==> src/rtl/add_sub_seq_if.sv <==
// Operand/result stream bundle for add_sub_seq.
// The master side offers operands and consumes results.
// The slave side is the arithmetic unit.
interface add_sub_seq_if #(
  parameter int WIDTH = 32
);
  logic             in_valid;
  logic             in_ready;
  logic [WIDTH-1:0] a;
  logic [WIDTH-1:0] b;
  logic             control;
  logic             out_valid;
  logic             out_ready;
  logic [WIDTH-1:0] result;
  logic             carry_out;
  logic             overflow;

  modport master (
    output in_valid, a, b, control, out_ready,
    input  in_ready, out_valid, result, carry_out, overflow
  );

  modport slave (
    input  in_valid, a, b, control, out_ready,
    output in_ready, out_valid, result, carry_out, overflow
  );
endinterface

==> src/rtl/add_sub_seq.sv <==
// Multi-cycle add/subtract unit. It processes one CHUNK-bit limb per cycle,
// starting with the LSB limb, and keeps the carry/borrow in a register
// between limbs.
// Optional feature macro: ADD_SUB_SAT_EN. When it is defined, a result with
// signed overflow is replaced by the signed saturation value.
module add_sub_seq #(
  parameter int WIDTH = 32,
  parameter int CHUNK = 8
) (
  input  logic          clk,
  input  logic          rst,
  add_sub_seq_if.slave  bus
);
  localparam int NCHUNK = WIDTH / CHUNK;
  localparam int IDX_W  = (NCHUNK > 1) ? $clog2(NCHUNK) : 1;
  localparam logic [IDX_W-1:0] LAST_IDX = IDX_W'(NCHUNK - 1);

  localparam logic [1:0] IDLE = 2'd0;
  localparam logic [1:0] BUSY = 2'd1;
  localparam logic [1:0] DONE = 2'd2;

`ifdef ADD_SUB_SAT_EN
  localparam logic [WIDTH-1:0] SAT_POS = {1'b0, {(WIDTH-1){1'b1}}};
  localparam logic [WIDTH-1:0] SAT_NEG = {1'b1, {(WIDTH-1){1'b0}}};
`endif

  logic [1:0]       state_q, state_d;
  logic [WIDTH-1:0] a_q, a_d;
  logic [WIDTH-1:0] b_q, b_d;
  logic             add_q, add_d;
  logic [IDX_W-1:0] idx_q, idx_d;
  logic             carry_q, carry_d;
  logic [WIDTH-1:0] result_q, result_d;
  logic             carry_out_q, carry_out_d;
  logic             overflow_q, overflow_d;

  logic [CHUNK-1:0] a_limb;
  logic [CHUNK-1:0] b_limb;
  logic [CHUNK:0]   limb_ext;
  logic [WIDTH-1:0] res_wrap;
  logic             ovf;

  // Limb datapath: the top bit of limb_ext is the carry (add) or the borrow (sub).
  always_comb begin
    a_limb = a_q[int'(idx_q)*CHUNK +: CHUNK];
    b_limb = b_q[int'(idx_q)*CHUNK +: CHUNK];
    if (add_q) begin
      limb_ext = {1'b0, a_limb} + {1'b0, b_limb} + {{CHUNK{1'b0}}, carry_q};
    end else begin
      limb_ext = {1'b0, a_limb} - {1'b0, b_limb} - {{CHUNK{1'b0}}, carry_q};
    end
    res_wrap = result_q;
    res_wrap[int'(idx_q)*CHUNK +: CHUNK] = limb_ext[CHUNK-1:0];
    // Only meaningful on the last limb, when res_wrap holds the complete result.
    if (add_q) begin
      ovf = (a_q[WIDTH-1] == b_q[WIDTH-1]) && (res_wrap[WIDTH-1] != a_q[WIDTH-1]);
    end else begin
      ovf = (a_q[WIDTH-1] != b_q[WIDTH-1]) && (res_wrap[WIDTH-1] != a_q[WIDTH-1]);
    end
  end

  // Control FSM: accept in IDLE, ripple the limbs in BUSY, hold the result in DONE.
  always_comb begin
    state_d     = state_q;
    a_d         = a_q;
    b_d         = b_q;
    add_d       = add_q;
    idx_d       = idx_q;
    carry_d     = carry_q;
    result_d    = result_q;
    carry_out_d = carry_out_q;
    overflow_d  = overflow_q;
    case (state_q)
      IDLE: begin
        if (bus.in_valid) begin
          a_d     = bus.a;
          b_d     = bus.b;
          add_d   = bus.control;
          idx_d   = '0;
          carry_d = 1'b0;
          state_d = BUSY;
        end
      end
      BUSY: begin
        result_d = res_wrap;
        carry_d  = limb_ext[CHUNK];
        idx_d    = idx_q + 1'b1;
        if (idx_q == LAST_IDX) begin
          idx_d       = '0;
          carry_out_d = limb_ext[CHUNK];
          overflow_d  = ovf;
`ifdef ADD_SUB_SAT_EN
          if (ovf) begin
            result_d = a_q[WIDTH-1] ? SAT_NEG : SAT_POS;
          end
`endif
          state_d = DONE;
        end
      end
      DONE: begin
        if (bus.out_ready) begin
          state_d = IDLE;
        end
      end
      default: state_d = IDLE;
    endcase
  end

  // State registers with synchronous reset.
  always_ff @(posedge clk) begin
    if (rst) begin
      state_q     <= IDLE;
      a_q         <= '0;
      b_q         <= '0;
      add_q       <= 1'b0;
      idx_q       <= '0;
      carry_q     <= 1'b0;
      result_q    <= '0;
      carry_out_q <= 1'b0;
      overflow_q  <= 1'b0;
    end else begin
      state_q     <= state_d;
      a_q         <= a_d;
      b_q         <= b_d;
      add_q       <= add_d;
      idx_q       <= idx_d;
      carry_q     <= carry_d;
      result_q    <= result_d;
      carry_out_q <= carry_out_d;
      overflow_q  <= overflow_d;
    end
  end

  assign bus.in_ready  = (state_q == IDLE);
  assign bus.out_valid = (state_q == DONE);
  assign bus.result    = result_q;
  assign bus.carry_out = carry_out_q;
  assign bus.overflow  = overflow_q;
endmodule

==> src/flat_wrapper.sv <==
// flat-port wrapper written by rule: the top's interface ports become plain ports
module add_sub_seq_flat 
#(
  parameter int WIDTH = 32,
  parameter int CHUNK = 8
)
  (clk, rst, bus_in_valid, bus_a, bus_b, bus_control, bus_out_ready, bus_in_ready, bus_out_valid, bus_result, bus_carry_out, bus_overflow);
  add_sub_seq_if #(.WIDTH(WIDTH)) bus_i ();
  input  logic clk;
  input  logic rst;
  input wire logic [$bits(bus_i.in_valid)-1:0] bus_in_valid;
  input wire logic [$bits(bus_i.a)-1:0] bus_a;
  input wire logic [$bits(bus_i.b)-1:0] bus_b;
  input wire logic [$bits(bus_i.control)-1:0] bus_control;
  input wire logic [$bits(bus_i.out_ready)-1:0] bus_out_ready;
  output wire logic [$bits(bus_i.in_ready)-1:0] bus_in_ready;
  output wire logic [$bits(bus_i.out_valid)-1:0] bus_out_valid;
  output wire logic [$bits(bus_i.result)-1:0] bus_result;
  output wire logic [$bits(bus_i.carry_out)-1:0] bus_carry_out;
  output wire logic [$bits(bus_i.overflow)-1:0] bus_overflow;
  assign bus_i.in_valid = bus_in_valid;
  assign bus_i.a = bus_a;
  assign bus_i.b = bus_b;
  assign bus_i.control = bus_control;
  assign bus_i.out_ready = bus_out_ready;
  assign bus_in_ready = bus_i.in_ready;
  assign bus_out_valid = bus_i.out_valid;
  assign bus_result = bus_i.result;
  assign bus_carry_out = bus_i.carry_out;
  assign bus_overflow = bus_i.overflow;
  add_sub_seq #(.WIDTH(WIDTH), .CHUNK(CHUNK)) u_core (.clk(clk), .rst(rst), .bus(bus_i));
endmodule
==> config.mk <==
export PLATFORM = sky130hd
export DESIGN_NAME = add_sub_seq_flat
export DESIGN_NICKNAME = d
export VERILOG_FILES = /design/src/rtl/add_sub_seq_if.sv /design/src/rtl/add_sub_seq.sv /design/src/flat_wrapper.sv
export SDC_FILE = /design/constraint.sdc
export NUM_CORES = 1
export LEC_CHECK = 0
export ABC_CLOCK_PERIOD_IN_PS = 8600
export CORE_UTILIZATION = 56
export DETAILED_ROUTE_END_ITERATION = 10
export GPL_TIMING_DRIVEN = 1
export PLACE_DENSITY = 0.86
export SLEW_MARGIN = 10
export SYNTH_ARGS = -nofsm -noshare
export SYNTH_HDL_FRONTEND = slang
export SYNTH_SLANG_ARGS = --single-unit
==> constraint.sdc <==
create_clock -name clk -period 8.6 [get_ports clk]
set_input_delay 0.86 -clock clk [delete_from_list [all_inputs] [get_ports clk]]
set_output_delay 0.86 -clock clk [all_outputs]
set_load 0.005 [all_outputs]
[After elaboration in Yosys (flattened, before gate mapping)]
Index checks and enable logic that the tools add are counted.
Widths: inputs -> output; s select.
Operators by class
  $add $sub $neg: 6
  multipliers: 0
  div/mod/pow operators: 0
  $lt $le $gt $ge: 0
  equality and inequality tests: 9
  shift-type cells: 4
  muxes and demuxes: 12
  bitwise gates (word level): 0
  reductions and logical operators: 8
Operator list (number)
  $shiftx 32x6->8: 2
  $neg 5->33: 1
  $shift 8x33->32 const A: 1
  $shiftx 8x33->32: 1
  $bwmux 32: 1
  $mux 2: 5
  $add 8x8->9: 1
  $add 9x1->9: 1
  $mux 9: 1
  $sub 8x8->9: 1
  $sub 9x1->9: 1
  $pmux 2 s3: 1
  $reduce_and 2->1: 3
  $eq 2x2->1 const B: 2
  $ne 2x2->1 const B: 2
  $pmux 2 s2: 1
  $reduce_and 3->1: 1
  $add 2x1->2 const B: 1
  $eq 2x1->1 const B: 1
  $logic_and 1x1->1: 2
  $logic_not 2->1: 1
  $mux 1: 2
  $ne 1x1->1: 2
  $ne 2x1->1 const B: 1
  other kinds (3): 3
Word-level totals
  flip-flop bits (word level): 104
  bits in latches: 0
  RAM bits: 0
  ROM bits: 0
  bits of input ports: 69
  word-level logic and storage cells: 48
  memories: 0

[Longest topological paths before layout]
Gate-level depths: netlist of the first run.
  depth after elaboration: 9
  depth in mapped cells: 13
  mapped depth without buffers: 11

[Worst setup path after synthesis of the first run]
No wires, ideal clock.
  kind: register to register
  start: register u_core.idx_q[0]
  end: register u_core.result_q[21] (netlist: u_core.bus.result[21])
  data arrival time: 3.510 ns
  required time: 8.468 ns
  path slack: 4.958 ns
  stages on the path, launching flop included: 13
  buffers on the path: 2
  period minus slack after synthesis: 3.642 ns
  cell sequence: dfxtp_1 buf_2 buf_2 mux4_2 ha_1 inv_2 ha_1 and3b_1 a221oi_4 a21boi_1 or3_1 nand4b_1 a21oi_1
Between the ends
  cells in the longest elaborated chain, start to end: 6
  elaborated cells on any way between the ends: 11
RTL lines
  start, declared: line add_sub_seq.sv:31  | logic [IDX_W-1:0] idx_q, idx_d;
  start signal, assigned: line add_sub_seq.sv:126  | idx_q <= idx_d;
  $shiftx 32x6->8 (on tied branches): line add_sub_seq.sv:45, add_sub_seq.sv:46
  $sub 8x8->9 / $add 8x8->9 (equally long branches): line add_sub_seq.sv:50, add_sub_seq.sv:48
  $sub 9x1->9 / $add 9x1->9 (equally long branches): line add_sub_seq.sv:50, add_sub_seq.sv:48
  $mux 9: line add_sub_seq.sv:47  | if (add_q) begin
  $shiftx 8x33->32: line add_sub_seq.sv:53  | res_wrap[int'(idx_q)*CHUNK +: CHUNK] = limb_ext[CHUNK-1:0];
  $bwmux 32 (*): line add_sub_seq.sv:53
  end signal, assigned: line add_sub_seq.sv:128  | result_q <= result_d;
  end, declared: line add_sub_seq.sv:33  | logic [WIDTH-1:0] result_q, result_d;
Every way passes the cells marked *; elsewhere a longest branch is shown, timed or not.
A chain may end at the register's enable or synchronous reset.

[Worst setup path in the final report of the first run]
  start: register u_core.idx_q[0]
  end: register u_core.carry_q
Between the ends
  cells in the longest elaborated chain, start to end: 5
  elaborated cells on any way between the ends: 8
RTL lines
  $shiftx 32x6->8 (on tied branches): line add_sub_seq.sv:45, add_sub_seq.sv:46
  $sub 8x8->9 / $add 8x8->9 (equally long branches): line add_sub_seq.sv:50, add_sub_seq.sv:48
  $sub 9x1->9 / $add 9x1->9 (equally long branches): line add_sub_seq.sv:50, add_sub_seq.sv:48
  $mux 9 (*): line add_sub_seq.sv:47
  $pmux 1 s2 (*): line add_sub_seq.sv:73  | case (state_q)
  end signal, assigned: line add_sub_seq.sv:127  | carry_q <= carry_d;
  end, declared: line add_sub_seq.sv:32  | logic carry_q, carry_d;
Marks and branches as above.

==> PnR_summary.wiki, run 1 <==
{| class="wikitable"
! Metric !! Value
|-
| Terminus of the critical flop-to-flop path || u_core.carry_q
|-
| Post-synth cell types || 59
|-
| CP startpoint kind || register
|-
| Netlist Area Pre-Place || 0.00515 mm^2
|-
| FF+latch count, synth || 104
|-
| Post-detail-place hpwl || 8690 um
|-
| Launching point of the worst reg2reg path || u_core.idx_q[0]
|-
| Post-cts hold buffer count || 0
|-
| Average via count per standard cell || 5.78
|-
| Total of warnings raised by yosys || 0
|-
| Outcome || complete, but fails checks
|-
| Max-cap violations || 0
|-
| 1st-pass router iterations || 8
|-
| Hold Worst Slack || 459 ps
|-
| Violations in the final reports || DRC
|-
| Design internal power || 0.000769 W
|-
| Register share of total power || 46.4%
|-
| Area of the core || 0.00881 mm^2
|-
| Final hold violation count || 0
|-
| Die ar. || 0.00958 mm^2
|-
| Worst Path Arrival || 4010 ps
|-
| H-Tree Depth || 3
|-
| Clock buffers created by TritonCTS || 9
|-
| Total vias in the final route || 4531
|-
| RePlAce Congestion || 0.820
|-
| Remaining number of nets flagged by the antenna check after routing || 0
|-
| Number of setup buffers added after CTS || 0
|-
| Vias in the first global route || 4282
|-
| Number of cells produced by synthesis || 589
|-
| Fraction of the yosys area taken by sequential cells || 40.4%
|-
| CTS clk-pin slew, worst paths || 110 ps
|-
| Worst-case clock skew || 20.9 ps
|-
| Final number of max-transition violations || 0
|-
| Total of endpoints with negative setup slack in the final report || 0
|-
| Worst Min Path Start || u_core.b_q[6]
|-
| Port Buffers || 104
|-
| Largest fanout on the critical path || 20
|-
| Number of enable-type register cells in the synthesized netlist || 0
|-
| Fmax || 267 MHz
|-
| Number of core rows || 34
|-
| Critical Path Sink Type || register
|-
| Clock tree root buffer cell || clkbuf_8
|-
| Initial antenna violation count || 0
|-
| Antenna Diode Count || 0
|-
| CTS tree || yes
|-
| Setup slack of the worst register-to-register path || 4850 ps
|-
| Fraction of layout instances using a drive strength above 1 || 7.84%
|-
| Total number of nets in the final design || 769
|-
| Final routed wire length divided by cell count || 15.2 um
|-
| Tcrit/Tclk final || 43.6%
|-
| Clk network pwr share || 29.6%
|-
| Static leakage || 2.40 nW
|-
| Switching share of power || 31.4%
|-
| Total length of routed wires || 11900 um
|-
| Tightest Pin Transition || 1170 ps
|-
| First-pass GRT wire length || 19900 um
|-
| Post-Syn Nets || 687
|-
| Maximum number of pins on one net before global-route repair || 108
|-
| Leftover overflow at the end of global routing || 0
|-
| Worst R2R Path Depth || 11
|-
| Max VDD drop || 0.0964 mV
|-
| Setup total negative slack || 0 ps
|-
| Setup crit start || u_core.idx_q[0]
|-
| Time the worst path needs with I/O delays and setup || 3750 ps
|-
| Worst setup timing slack at the placement stage || 4910 ps
|-
| Starting DRC count in detailed routing || 238
|-
| Fraction of registers with async set/reset || 0%
|-
| Die Y || 97.9 um
|-
| Class of the most critical setup path || reg2reg
|-
| Combinational share of power || 24.0%
|-
| HP Class || reg2reg
|-
| Worst-skew pair later-pin latency || 380 ps
|-
| Post-route worst setup slack || 4850 ps
|-
| Power per cell area || 175 mW/mm^2
|-
| Slew HR || 21.9%
|-
| Setup repair after global routing missed its margin || no
|-
| Endpoint required time on the critical path || 8850 ps
|-
| Synthesized area per cell || 8.74 um^2
|-
| Gr usage total || 25.8%
|-
| Area growth from synthesis to final layout || 24.7%
|-
| Critical path endpoint || u_core.carry_q
|-
| Maximum buffer depth of the clock tree || 2
|-
| Initial cell density of the core || 58.5%
|-
| Most used flip-flop cell after synthesis || dfxtp_1
|-
| Count of instances resized after the clock tree is built || 0
|-
| Post-route DRC violation count || 9
|-
| Sinks on Clock Net || 104
|-
| Die boundary width || 97.9 um
|-
| Net load switching power || 0.000352 W
|-
| Count of boundary I/O pins || 105
|}
-- metal layers --
layer / vias up / track usage (%) / share of wire (%)
met5: - / 0 / 0
met4: 0 / 9.44 / 2.3
met3: 26 / 4.51 / 5.1
met2: 164 / 44.1 / 48
met1: 2130 / 32.7 / 44
li1: 2211 / - / -
-- synth_stat cells, types with 6 or more instances --
master / count / share of area (%)
buf_1: 6 / 0.44
a22oi_1: 20 / 2.9
dfxtp_1: 104 / 40
mux4_2: 15 / 6.6
inv_1: 22 / 1.6
clkbuf_1: 24 / 1.7
nand2_1: 146 / 11
a21oi_1: 82 / 8.0
ha_1: 25 / 6.1
nor2_1: 36 / 2.6
a32oi_1: 8 / 1.4
o31ai_1: 7 / 1.0
-- cells in the final DEF (no fill, tap or decap), types with 3 or more instances in the layout --
cell	n
nor2_1	36
ha_1	25
inv_8	3
a21o_1	4
mux4_2	15
mux2i_1	3
clkdlybuf4s50_1	103
buf_4	3
inv_1	22
o21a_1	3
fa_1	4
o21bai_1	3
dfxtp_1	104
o31ai_1	7
inv_2	4
xnor2_1	5
nand4b_1	4
a22oi_1	20
nor2b_1	4
nor3_1	5
a32oi_1	8
a21oi_1	82
nand2_1	145
nor4b_4	3
clkbuf_8	9
nand2b_1	4
-- final cells by class --
type	instances	area [um^2]
flip-flops and latches	104	2080
clock inverters	7	97.6
fillers	682	2390
well taps	108	135
clock buffers	9	124
inverters	26	97.6
repair buffers	106	1050
multi-input cells	424	2830
-- logic make-up (layout without fill, tap and decap cells) --
kind of cell,Yosys count,after routing,synth area share [%]
buffers and inverters,61,148,4.69
AND/OR/NAND/NOR,219,219,19.1
flip-flops,104,104,40.4
multiplexers,23,23,8.82
AO/OA/AOI/OAI,147,147,18.3
XOR/XNOR,6,6,1.02
adder cells (fa/ha/maj),29,29,7.63
-- stage by stage --
stage	util (%)	instance area (um^2)	cells	power [W]
floorplan	-	5150	589	0.000713
global placement	70.4	6200	768	0.000789
detailed placement	70.4	6200	768	0.000798
CTS	72.9	6420	784	0.00112
global route	72.9	6420	784	0.00117
finish	72.9	6420	784	0.00112
-- worst max-delay path, stage by stage (launching register included) --
cell and delay (ps):
dfxtp_1 540, buf_4 410, mux4_2 580, ha_1 350, inv_2 60, ha_1 370
a21boi_1 170, o21a_1 210, o2111a_1 250, o21a_1 180, o32ai_1 380, o31ai_1 100
-- registers in the layout, summed over array words and instances, names as in the netlist --
register              count
u_core.a_q               32
u_core.b_q               32
u_core.bus.result        32
u_core.idx_q              2
u_core.state_q            2
u_core.add_q              1
u_core.bus.carry_out      1
u_core.bus.overflow       1
u_core.carry_q            1
-- worst min path at each step --
stage                      to  slack (ps)  cells past startpoint
6_report        u_core.b_q[6]         460                      2
2_1_floorplan  u_core.a_q[10]         430                      2
5_1_grt        u_core.a_q[17]         480                      2
3_3_place_gp    u_core.a_q[6]         440                      2
4_1_cts        u_core.b_q[19]         460                      2
3_5_place_dp   u_core.b_q[19]         440                      2
-- power groups by stage --
stage | combinational, W | clock (W) | sequential [W]
floorplan | 0.000187 | 0 | 0.000526
finish | 0.000269 | 0.000332 | 0.000521
CTS | 0.000268 | 0.000334 | 0.000521
global route | 0.000296 | 0.000354 | 0.000524
global placement | 0.000259 | 0 | 0.000530
detailed placement | 0.000266 | 0 | 0.000532
Power figures use the tool's default switching activity.
==> run 2: changes to the inputs <==
ABC_CLOCK_PERIOD_IN_PS = 3340   (was 8600)
CORE_UTILIZATION = 47   (was 56)
PLACE_DENSITY = 0.77   (was 0.86)
clock period = 3.34 ns   (was 8.6 ns; I/O delays follow)
==> PnR_summary.wiki, run 2 (synthesis gave the netlist of run 1 again) <==
{| class="wikitable"
! Metric !! Value
|-
| Endpoint required time on the critical path || 3600 ps (-5250 ps)
|-
| Footprint of the multi-input gates || 0.00287 mm^2 (+1.5%)
|-
| Setup slack of the worst register-to-register path || 110 ps (-4740 ps)
|-
| FF/Latch Area || 0.00209 mm^2 (+0.36%)
|-
| Worst path slowest cell || mux4_2
|-
| 1st-pass router iterations || 6 (-2)
|-
| Setup crit start || u_core.idx_q[0]
|-
| Worst R2R Path Depth || 12 (+1)
|-
| CTS tree || yes
|-
| Top delay family on crit path || compound AO/OA/AOI/OAI gates
|-
| Antenna Diode Count || 0 (unchanged)
|-
| Fmax || 310 MHz (+16%)
|-
| CTS clk-pin slew, worst paths || 120 ps (about the same)
|-
| Leftover overflow at the end of global routing || 0 (unchanged)
|-
| Initial antenna violation count || 0 (unchanged)
|-
| Cell area after placement || 0.00629 mm^2 (+1.6%)
|-
| Critical path endpoint || u_core.bus.carry_out
|-
| Initial cell density of the core || 49.2% (-9.3 points)
|-
| Post-route worst setup slack || 110 ps (-4740 ps)
|-
| Total length of routed wires || 12400 um (+3.6%)
|-
| Critical Path Sink Type || register
|-
| Static leakage || 2.46 nW (+2.2%)
|-
| CP startpoint kind || register
|-
| Number of stages on the worst setup path || 12 (+1)
|-
| Outcome || complete, no violations
|-
| Peak per-stage delay on the critical path || 550 ps (-30 ps)
|-
| Worst-case clock skew || 19.5 ps (-1.38 ps)
|-
| Terminus of the critical flop-to-flop path || u_core.bus.carry_out
|-
| Maximum buffer depth of the clock tree || 2 (unchanged)
|-
| Port Buffers || 104 (unchanged)
|-
| Die boundary width || 107 um (+9.0%)
|-
| Leading cell types in the layout, fill and taps excluded || nand2_1 (145), clkdlybuf4s50_1 (103), dfxtp_1 (102)
|-
| First-pass GRT wire length || 20200 um (+2.0%)
|-
| Number of core rows || 37 (+8.8%)
|-
| Maximum number of pins on one net before global-route repair || 108 (unchanged)
|-
| Clock buffers created by TritonCTS || 9 (unchanged)
|-
| Worst-skew pair later-pin latency || 380 ps (about the same)
|-
| Fraction of layout instances using a drive strength above 1 || 11.3% (+3.5 points)
|-
| Max-cap violations || 0 (unchanged)
|-
| Final number of max-transition violations || 0 (unchanged)
|-
| Post-route DRC violation count || 0 (-9)
|-
| Vias in the first global route || 4258 (-0.56%)
|-
| Most frequent standard cell in the layout excluding fill and tap cells || nand2_1
|-
| Post-detail-place hpwl || 9070 um (+4.4%)
|-
| Worst Min Path Start || u_core.bus.result[14]
|-
| Total number of nets in the final design || 782 (+1.7%)
|-
| Slew HR || 29.9% (+8.0 points)
|-
| Remaining number of nets flagged by the antenna check after routing || 0 (unchanged)
|-
| Worst setup timing slack at the placement stage || 53.2 ps (-4860 ps)
|-
| Starting DRC count in detailed routing || 253 (+6.3%)
|-
| Max VDD drop || 0.206 mV (+110%)
|-
| H-Tree Depth || 3 (unchanged)
|-
| Area growth from synthesis to final layout || 28.2%
|-
| HP Class || reg2reg
|-
| Average via count per standard cell || 5.45 (-5.7%)
|-
| Total vias in the final route || 4494 (-0.82%)
|-
| Die ar. || 0.0114 mm^2 (+19%)
|-
| Final hold violation count || 0 (unchanged)
|-
| Clock tree root buffer cell || clkbuf_8
|-
| Final routed wire length divided by cell count || 15.0 um (-1.5%)
|-
| Sinks on Clock Net || 104 (unchanged)
|-
| Overall power of the completed layout || 0.00288 W (+160%)
|-
| Class of the most critical setup path || reg2reg
|-
| Total of endpoints with negative setup slack in the final report || 0 (unchanged)
|-
| Sum of buffers and inverters on the critical path || 4 (+2)
|-
| Power per cell area || 436 mW/mm^2 (+150%)
|-
| Fill cells || 899 (+32%)
|-
| Time the worst path needs with I/O delays and setup || 3230 ps (-522 ps)
|-
| Count of boundary I/O pins || 105 (unchanged)
|-
| RePlAce Congestion || 0.841 (+2.5%)
|-
| Launching point of the worst reg2reg path || u_core.idx_q[0]
|-
| Final Instance Area || 0.00660 mm^2 (+2.8%)
|-
| Gr usage total || 22.2% (-3.6 points)
|-
| Tcrit/Tclk final || 96.7% (+53 points)
|-
| Die Y || 107 um (+9.0%)
|-
| Tightest Pin Transition || 1050 ps (-116 ps)
|-
| Series of cell instances along the critical path || clkbuf_4 > buf_4 > mux4_2 > inv_1 > ha_1 > inv_2 > ha_1 > o21a_1 > o2111a_1 > o21a_1 > o32ai_1 > o31ai_1
|-
| Area of the core || 0.0105 mm^2 (+19%)
|-
| Largest fanout on the critical path || 6 (-70%)
|-
| Worst Path Arrival || 3490 ps (-520 ps)
|}
[run 2: cell count changes in the layout (fill, tap and decap cells not counted), sizes merged]
cell,change
clkinv,+3
bufinv,-1
inv,-2
clkbuf,+1
buf,+12
[run 2: power by group]
group	total [W]	internal (W)	switching [W]	leakage (nW)
Combinational	0.000743	0.000339	0.000405	1.50
Clock	0.000792	0.000299	0.000492	0.104
Sequential	0.00134	0.00130	0.0000416	0.850
Total	0.00288	0.00194	0.000939	2.46
[run 2: worst min-delay path by stage]
stage / end / cells after the start / slack [ps]
final: u_core.bus.result[14] / 2 / 460
after global routing: u_core.b_q[30] / 2 / 490
after CTS: u_core.b_q[2] / 2 / 460
after detailed placement: u_core.b_q[2] / 2 / 450
after global placement: u_core.b_q[0] / 2 / 440
after floorplan: u_core.a_q[10] / 2 / 430
[run 2: worst register-to-register path: stages, from the launching register on]
cell and delay (ps):
dfxtp_4 410, clkbuf_4 180, buf_4 130, mux4_2 550, inv_1 80, ha_1 300, inv_2 130, ha_1 280
o21a_1 150, o2111a_1 240, o21a_1 180, o32ai_1 360, o31ai_1 110
[run 2: area by class of cell]
class / count / share of cell area, %
inverter: 26 / 1.48
tap: 136 / 2.58
clock inverter: 7 / 1.31
clock buffer: 9 / 1.88
timing repair buffer: 119 / 17.6
sequential: 104 / 31.7
multi-input combinational: 424 / 43.5
[run 2: stage by stage]
step | util [%] | hold slack, ps | setup TNS (ps) | std cells
floorplan | - | 433 | 0 | 589
global placement | 60.2 | 439 | 0 | 804
detailed placement | 60.2 | 447 | 0 | 804
CTS | 62.2 | 461 | 0 | 820
global route | 63.1 | 485 | -101 | 825
finish | 63.1 | 456 | 0 | 825
[run 2: what timing repair did]
action | in CTS | in global routing
cloned | 0 | 0
setup endpoints to repair | 4 | 16
hold buffers | 0 | 0
buffers inserted | 0 | 5
pin swaps | 0 | 4
gates resized for setup | 1 | 16
[run 2: layer usage]
metal  vias up  GRT usage (%)  wire length, um
met3        22           2.86              637
met1      2081           29.5             5510
met5         -              0                0
li1       2237              -                -
met4         0           7.44              284
met2       154           37.2             5940
==> run 3: changes to the inputs <==
REMOVE_ABC_BUFFERS = 1   (was default)
==> PnR_summary.wiki, run 3 (synthesis gave the netlist of run 1 again) <==
{| class="wikitable"
! Metric !! Value
|-
| Outcome || complete, no violations
|-
| CTS tree || yes
|-
| Hold-critical path endpoint || u_core.b_q[29]
|-
| Maximum number of pins on one net before global-route repair || 72 (-33%)
|-
| Worst-skew pair later-pin latency || 370 ps (about the same)
|-
| Worst R2R Path Depth || 11 (-1)
|-
| Maximum buffer depth of the clock tree || 2 (unchanged)
|-
| Remaining number of nets flagged by the antenna check after routing || 0 (unchanged)
|-
| Clock buffers created by TritonCTS || 9 (unchanged)
|-
| Number of setup buffers added after CTS || 0 (unchanged)
|-
| Total vias in the final route || 4490 (-0.089%)
|-
| Fraction of layout instances using a drive strength above 1 || 10.2% (-1.1 points)
|-
| 1st-pass router iterations || 5 (-1)
|-
| Peak per-stage delay on the critical path || 530 ps (-20 ps)
|-
| Class of the most critical setup path || reg2reg
|-
| First-pass GRT wire length || 19700 um (-2.7%)
|-
| Tightest Pin Transition || 945 ps (-107 ps)
|-
| Die ar. || 0.0114 mm^2 (unchanged)
|-
| Cell area after placement || 0.00633 mm^2 (+0.62%)
|-
| Setup slack of the worst register-to-register path || 150 ps (+40 ps)
|-
| Worst-case clock skew || 12.8 ps (-6.73 ps)
|-
| Static leakage || 2.44 nW (-0.54%)
|-
| Max-cap violations || 0 (unchanged)
|-
| Number of core rows || 37 (unchanged)
|-
| Post-route DRC violation count || 0 (unchanged)
|-
| Post-detail-place hpwl || 8910 um (-1.8%)
|-
| Vias in the first global route || 4198 (-1.4%)
|-
| Fin util || 62.6% (-0.47 points)
|-
| Fmax || 314 MHz (+1.4%)
|-
| Terminus of the critical flop-to-flop path || u_core.bus.overflow
|-
| Final hold violation count || 0 (unchanged)
|-
| Leftover overflow at the end of global routing || 0 (unchanged)
|-
| Most frequent standard cell in the layout excluding fill and tap cells || nand2_1
|-
| Power per cell area || 428 mW/mm^2 (-1.9%)
|-
| Area growth from synthesis to final layout || 27.2%
|-
| Count of instances resized after the clock tree is built || 0 (-1)
|-
| Final Instance Area || 0.00655 mm^2 (-0.74%)
|-
| Slew HR || 37.0% (+7.1 points)
|-
| RePlAce Congestion || 0.843 (+0.23%)
|-
| Final standard cell count with taps included and fillers excluded || 822 (-0.36%)
|-
| Initial antenna violation count || 0 (unchanged)
|-
| Time the worst path needs with I/O delays and setup || 3190 ps (-44.3 ps)
|-
| Starting DRC count in detailed routing || 176 (-30%)
|-
| CP startpoint kind || register
|-
| Top delay family on crit path || compound AO/OA/AOI/OAI gates
|-
| Hold Path Depth || 2 (unchanged)
|-
| Total of endpoints with negative setup slack in the final report || 0 (unchanged)
|-
| Post-cts hold buffer count || 0 (unchanged)
|-
| Post-route worst setup slack || 155 ps (+44.3 ps)
|-
| Average via count per standard cell || 5.46 (+0.28%)
|-
| Total length of routed wires || 11900 um (-3.8%)
|-
| Number of stages on the worst setup path || 11 (-1)
|-
| Clock tree root buffer cell || clkbuf_8
|-
| Number of cells after detailed placement || 806 (+0.25%)
|-
| Max VDD drop || 0.203 mV (-1.2%)
|-
| Total number of nets in the final design || 779 (-0.38%)
|-
| Final number of max-transition violations || 0 (unchanged)
|-
| H-Tree Depth || 3 (unchanged)
|-
| Launching point of the worst reg2reg path || u_core.idx_q[0]
|-
| Final routed wire length divided by cell count || 14.5 um (-3.4%)
|-
| Worst path slowest cell || mux4_2
|-
| Die boundary width || 107 um (unchanged)
|-
| Critical Path Sink Type || register
|-
| Gr usage total || 21.5% (-0.71 points)
|-
| Initial cell density of the core || 49.2% (unchanged)
|-
| Sum of buffers and inverters on the critical path || 2 (-2)
|-
| Antenna Diode Count || 0 (unchanged)
|-
| Tcrit/Tclk final || 95.4% (-1.3 points)
|-
| Series of cell instances along the critical path || buf_12 > mux4_2 > ha_2 > inv_1 > ha_1 > a21o_1 > a211oi_2 > a21oi_2 > mux2i_4 > a41o_1 > o211ai_2
|-
| HP Class || reg2reg
|-
| Die Y || 107 um (unchanged)
|-
| Count of boundary I/O pins || 105 (unchanged)
|-
| Endpoint required time on the critical path || 3600 ps (about the same)
|-
| Area of the core || 0.0105 mm^2 (unchanged)
|-
| Leading cell types in the layout, fill and taps excluded || nand2_1 (145), clkdlybuf4s50_1 (103), dfxtp_1 (102)
|-
| Largest fanout on the critical path || 12 (+6)
|-
| Hold Worst Slack || 459 ps (+2.71 ps)
|-
| Sinks on Clock Net || 104 (unchanged)
|-
| Port Buffers || 104 (unchanged)
|-
| Worst Path Arrival || 3450 ps (-40 ps)
|-
| Worst setup timing slack at the placement stage || 55.3 ps (+2.10 ps)
|-
| Worst Min Path Start || u_core.b_q[29]
|-
| CTS clk-pin slew, worst paths || 100 ps (-20 ps)
|}
[run 3: worst max-delay path by stage]
stage                                from  slack, ps                    end
after floorplan           u_core.idx_q[0]       -380  u_core.bus.result[21]
after global placement    u_core.idx_q[0]        140    u_core.bus.overflow
after detailed placement  u_core.idx_q[0]         60    u_core.bus.overflow
after CTS                 u_core.idx_q[0]         30    u_core.bus.overflow
after global routing      u_core.idx_q[0]         -4    u_core.bus.overflow
final                     u_core.idx_q[0]        150    u_core.bus.overflow
[run 3: cell type report]
class,instances,area [um^2]
fillers,907,3910
multi-input cells,424,2860
flip-flops and latches,104,2080
repair buffers,116,1150
well taps,136,170
clock buffers,10,138
inverters,26,97.6
clock inverters,6,50.0
[run 3: metal layers]
layer	global-route usage (%)	wire length (um)	vias up
met5	0	0	-
met4	5.58	153	0
met3	3.59	504	16
met2	37.2	5760	130
met1	27.7	5480	2107
li1	-	-	2237
[run 3: power breakdown]
| part | total [W] | internal, W | switching, W | leakage (nW) |
|---|---|---|---|---|
| clock network | 0.000749 | 0.000300 | 0.000449 | 0.0895 |
| logic | 0.000714 | 0.000330 | 0.000384 | 1.50 |
| registers | 0.00134 | 0.00130 | 0.0000384 | 0.850 |
| total | 0.00280 | 0.00193 | 0.000872 | 2.44 |
[run 3: through the flow]
| step | power, W | setup TNS [ps] |
|---|---|---|
| 3_3_place_gp | 0.00205 | 0 |
| 4_1_cts | 0.00280 | 0 |
| 2_1_floorplan | 0.00181 | -4590 |
| 5_1_grt | 0.00295 | -4.99 |
| 3_5_place_dp | 0.00206 | 0 |
| 6_report | 0.00280 | 0 |
[run 3: worst min-delay path: stages, from the launching register on]
cell and delay (ps):
dfxtp_1 320, nand2_1 50, a21oi_1 50
